--- src/rtl/int_calc16.sv ---
// int_calc16: registered 16-bit signed calculator with 64-bit sign-extended result and divide-by-zero flag
module int_calc16 (
  input  logic        clk,
  input  logic        rst_n,
  input  logic [2:0]  operation,
  input  logic [63:0] opa_calc,
  input  logic [63:0] opb_calc,
  output logic [63:0] out_calc,
  output logic        div_err
);
  localparam logic [2:0] OP_ADD = 3'd0;
  localparam logic [2:0] OP_SUB = 3'd1;
  localparam logic [2:0] OP_MUL = 3'd2;
  localparam logic [2:0] OP_DIV = 3'd3;
  localparam logic [2:0] OP_MOD = 3'd4;
  localparam logic [2:0] OP_AND = 3'd5;
  localparam logic [2:0] OP_OR  = 3'd6;
  logic signed [15:0] w_a;
  logic signed [15:0] w_b;
  logic signed [16:0] w_a17;
  logic signed [16:0] w_b17;
  logic signed [16:0] w_q;
  logic signed [16:0] w_r;
  logic signed [31:0] w_prod;
  logic        [15:0] w_res16;
  logic               w_bz;
  logic               w_is_div;
  logic        [63:0] w_next;
  logic        [63:0] r_out;
  logic               r_err;
  assign w_a      = opa_calc[15:0];
  assign w_b      = opb_calc[15:0];
  assign w_bz     = (w_b == 16'sd0);
  assign w_is_div = (operation == OP_DIV) || (operation == OP_MOD);
  // 17-bit division so -32768 / -1 yields +32768, which truncates back to 0x8000
  assign w_a17    = 17'(w_a);
  assign w_b17    = 17'(w_b);
  assign w_q      = w_bz ? 17'sd0 : w_a17 / w_b17;
  assign w_r      = w_bz ? 17'sd0 : w_a17 % w_b17;
  assign w_prod   = 32'(w_a) * 32'(w_b);
  // select the 16-bit result, then widen; MUL keeps its full 32-bit product
  always_comb begin
    w_res16 = operation == OP_ADD ? 16'(w_a + w_b) :
              operation == OP_SUB ? 16'(w_a - w_b) :
              operation == OP_DIV ? w_q[15:0] :
              operation == OP_MOD ? w_r[15:0] :
              operation == OP_AND ? (w_a & w_b) :
              operation == OP_OR  ? (w_a | w_b) : (w_a ^ w_b);
    w_next  = (w_is_div && w_bz) ? 64'd0 :
              operation == OP_MUL ? {{32{w_prod[31]}}, w_prod} : {{48{w_res16[15]}}, w_res16};
  end
  // result and error flag registers, synchronous active-low reset
  always_ff @(posedge clk) begin
    if (!rst_n) begin
      r_out <= 64'd0;
      r_err <= 1'b0;
    end else begin
      r_out <= w_next;
      r_err <= w_is_div && w_bz;
    end
  end
  assign out_calc = r_out;
  assign div_err  = r_err;
endmodule

--- config.mk ---
export PLATFORM = sky130hd
export DESIGN_NAME = int_calc16
export DESIGN_NICKNAME = d
export VERILOG_FILES = /design/src/rtl/int_calc16.sv
export SDC_FILE = /design/constraint.sdc
export NUM_CORES = 1
export LEC_CHECK = 0
export CORE_UTILIZATION = 56
export DETAILED_ROUTE_END_ITERATION = 7
export GPL_TIMING_DRIVEN = 1
export PLACE_DENSITY = 0.81
export SLEW_MARGIN = 20
export SYNTH_ARGS = -nofsm -noshare
export SYNTH_HDL_FRONTEND = slang
export SYNTH_SLANG_ARGS = --single-unit
--- constraint.sdc ---
create_clock -name clk -period 40.6 [get_ports clk]
set_input_delay 6.09 -clock clk [delete_from_list [all_inputs] [get_ports clk]]
set_output_delay 6.09 -clock clk [all_outputs]
set_load 0.1 [all_outputs]
==> metrics.csv <==
stage,metric,value,unit
clock_tree,clk root buf,clkbuf_16,
hold_path,Hold Path Class,in2reg,
routing,Vias,24285,
routing,Avg WL per Cell,22.1,µm
setup_path,startpoint types,input pin,
routing,DRC viols,0,
sta,"Hold Vio Cnt, Final",0,
routing,wire length on met3,9580,µm
setup_path,Crit Path Max Fanout,18,
routing,metal2 WL,37100,µm
clock_tree,Post-CTS Hold Buffers,0,
routing,antenna-violating nets left,0,
final_layout,Filler Cells Inserted,3465,
power_and_ir_drop,Pwr Density,101,nW/µm²
setup_path,CP Class,in2reg,
yosys,Post-Syn Instances,3024,
routing,DRT Wirelength,85200,µm
final_layout,nets,4002,
setup_path,crit end category,flip-flop,
clock_tree,Worst-path clk slew,0.07,ns
setup_path,Worst EP arrival,39.40,ns
global_route,GRT Overall Usage,40.5,%
yosys,largest cells by area after synthesis,"fa_1 23%, ha_1 16%, inv_1 5.8%",
yosys,Netlist cell types,103,
yosys,mean post-synth cell area,7.64,µm²
routing,First-pass DRT Iterations,6,
yosys,cell taking the most area after synthesis,fa_1,
setup_path,"Top cell by count, worst path",buf_4,
run_status,status,"finished, final reports clean",
job,number of max-cap violations,0,
yosys,synth warn,0,
yosys,post-synth net total,3710,
power_and_ir_drop,P_leak,13.0,nW
yosys,share of the synthesized area in the top cell type,23.0,%
clock_tree,CTS Buffer Depth,2,
sta,period utilisation layout,96.5,%
place,Post-DP Area,26500,µm²
routing,drt via density,6.31,
global_route,global-route wire length before repair,132000,µm
sta,Rel. slew slack,20.7,%
final_layout,area growth from synthesis to layout,16.7,%
place,HPWL after detailed placement,69200,µm
yosys,Yosys reg bits,33,
place,GP Congestion,1.03,
sta,sum of negative setup slack,0,ns
die,# rows,74,
final_layout,share of post-route cells with drive strength above 1,13.6,%
power_and_ir_drop,Max VDD drop,0.103,mV
die,area of the core,40700,µm²
global_route,GRT Residual Overflow,0,
yosys,"Cell Area, Synth",23100,µm²
routing,met1 WL,34400,µm
setup_path,Critical Path RT,40.81,ns
yosys,Post-synth EDFFs,0,
clock_tree,CTS buffer count,5,
final_layout,Non-Filler Instances,3851,
global_route,initial antenna violation count,5,
yosys,dominant synthesized flop cell,dfxtp_1,
setup_path,critical-path cell with the highest stage delay,or4_1,
final_layout,cell area after layout,27000,µm²
die,die extent in x,205,µm
die,IO Pins,198,
yosys,"Async S/R FF share, synth",0,%
sta,max-slew violations,0,
place,DP Cell Count,3834,
clock_tree,TritonCTS clock tree,done,
yosys,sequential area share after synthesis,2.86,%
sta,Max Freq,25.5,MHz
die,Initial Util,56.7,%
global_route,largest net degree at the start of global routing,48,
sta,fin crit period,39.19,ns
routing,DR top layer,met5,
die,Die H,205,µm
final_layout,register area,661,µm²
clock_tree,TritonCTS Sinks,33,
routing,drt first-iter violations,2522,
setup_path,CP max stage delay,0.80,ns
die,Die ar.,42100,µm²
sta,setup violators final,0,
place,I/O Buffers,101,
clock_tree,htree depth,2,
global_route,via count of the first global-routing pass,24125,
sta,Slew @ Worst Pin,1.19,ns
final_layout,multi-input combinational cell area,20600,µm²
registers in the layout, summed over array words and instances, names as in the netlist:
name	cells
div_err	1
out_calc	32
area by class of cell:
class / count / area share, %
Clock buffer: 6 / 0.478
Sequential cell: 33 / 2.45
Clock inverter: 2 / 0.0371
Timing Repair Buffer: 429 / 12.9
Tap cell: 532 / 2.47
Inverter: 376 / 5.25
Multi-Input combinational cell: 2471 / 76.4
Antenna cell: 2 / 0.0186
logic make-up (layout without fill, tap and decap cells):
kind of cell / Yosys count / after routing / synth area share (%)
mux: 35 / 35 / 1.60
flops: 33 / 33 / 2.86
compound gates: 749 / 749 / 21.8
simple gates: 937 / 937 / 18.7
fa+ha+maj: 553 / 553 / 38.6
other cells: 2 / 4 / 0.0325
buf+inv: 520 / 813 / 9.06
xor+xnor: 195 / 195 / 7.39
worst max-delay path, delay by kind of cell:
| kind | cells | cell delay [ns] |
|---|---|---|
| adder cells (fa/ha/maj) | 15 | 4.75 |
| AO/OA/AOI/OAI | 61 | 13.34 |
| XOR/XNOR | 2 | 0.57 |
| multiplexers | 5 | 1.60 |
| buffers and inverters | 22 | 3.94 |
| AND/OR/NAND/NOR | 40 | 9.03 |
synthesized netlist by cell type (15+ instances only):
cell type / n
a21o_1: 61
a211oi_1: 32
ha_1: 288
buf_1: 22
o31ai_1: 25
o21a_1: 41
a21boi_0: 15
nand2b_1: 27
xnor2_1: 125
and2_1: 16
a31oi_1: 28
and3_1: 15
a21oi_1: 183
fa_1: 265
xor2_1: 70
dfxtp_1: 33
inv_1: 360
nand4_1: 17
buf_4: 32
nor2b_1: 22
clkbuf_1: 78
nand2_1: 336
nor3_1: 72
nand3_1: 50
o211ai_1: 32
o21ai_0: 141
nor2_1: 279
or2_2: 20
or3_1: 27
mux2i_1: 22
per-stage QoR:
stage | setup slack, ns | hold slack (ns) | power, mW | utilization (%)
2_1_floorplan | 2.36 | 6.21 | 1.82 | -
3_3_place_gp | 0.709 | 6.87 | 2.51 | 65.1
3_5_place_dp | 0.308 | 6.89 | 2.61 | 65.1
4_1_cts | 0.435 | 6.57 | 2.67 | 65.5
5_1_grt | -0.0150 | 6.62 | 2.94 | 66.2
6_report | 1.41 | 6.59 | 2.71 | 66.2
per-layer routing:
| metal | track usage, % | vias to the layer above |
|---|---|---|
| met3 | 8.13 | 302 |
| met5 | 0 | - |
| met4 | 16.9 | 4 |
| met2 | 63.5 | 1391 |
| li1 | - | 10940 |
| met1 | 54.0 | 11648 |
power by group:
part           internal [mW]  total [mW]  switching, mW
sequential            0.0443      0.0514        0.00712
combinational           1.08        2.62           1.54
clock                 0.0227      0.0411         0.0184
total                   1.15        2.71           1.57
layout by cell type (no fill, tap or decap), types with 14 or more instances in the layout:
| cell type | count |
|---|---|
| nand2b_1 | 27 |
| a21boi_0 | 14 |
| nand2_1 | 336 |
| o211ai_1 | 32 |
| a21o_1 | 61 |
| a21oi_1 | 179 |
| xor2_1 | 70 |
| or3_1 | 27 |
| buf_4 | 327 |
| dfxtp_1 | 33 |
| o21a_1 | 41 |
| and2_1 | 16 |
| fa_1 | 265 |
| a31oi_1 | 27 |
| o21ai_0 | 139 |
| ha_1 | 287 |
| nor3_1 | 70 |
| and3_1 | 15 |
| clkdlybuf4s50_1 | 100 |
| o21bai_1 | 14 |
| o31ai_1 | 23 |
| nand3_1 | 49 |
| nand4_1 | 17 |
| a211oi_1 | 28 |
| mux2i_1 | 18 |
| nor2b_1 | 22 |
| xnor2_1 | 124 |
| inv_1 | 359 |
| nor2_1 | 276 |
| or2_2 | 20 |
final timing paths:
check	start	end	slack [ns]	depth (start not counted)
setup / recovery	opb_calc[5]	out_calc[14]	1.41	145
hold / removal	opa_calc[15]	out_calc[14]	6.59	5
what timing repair did:
action                                  CTS  global route
buffers inserted                          0             7
endpoints found under the setup margin    0            32
gates resized for setup                   0            47
endpoints found under the hold margin     0             0
Power figures use the tool's default switching activity.
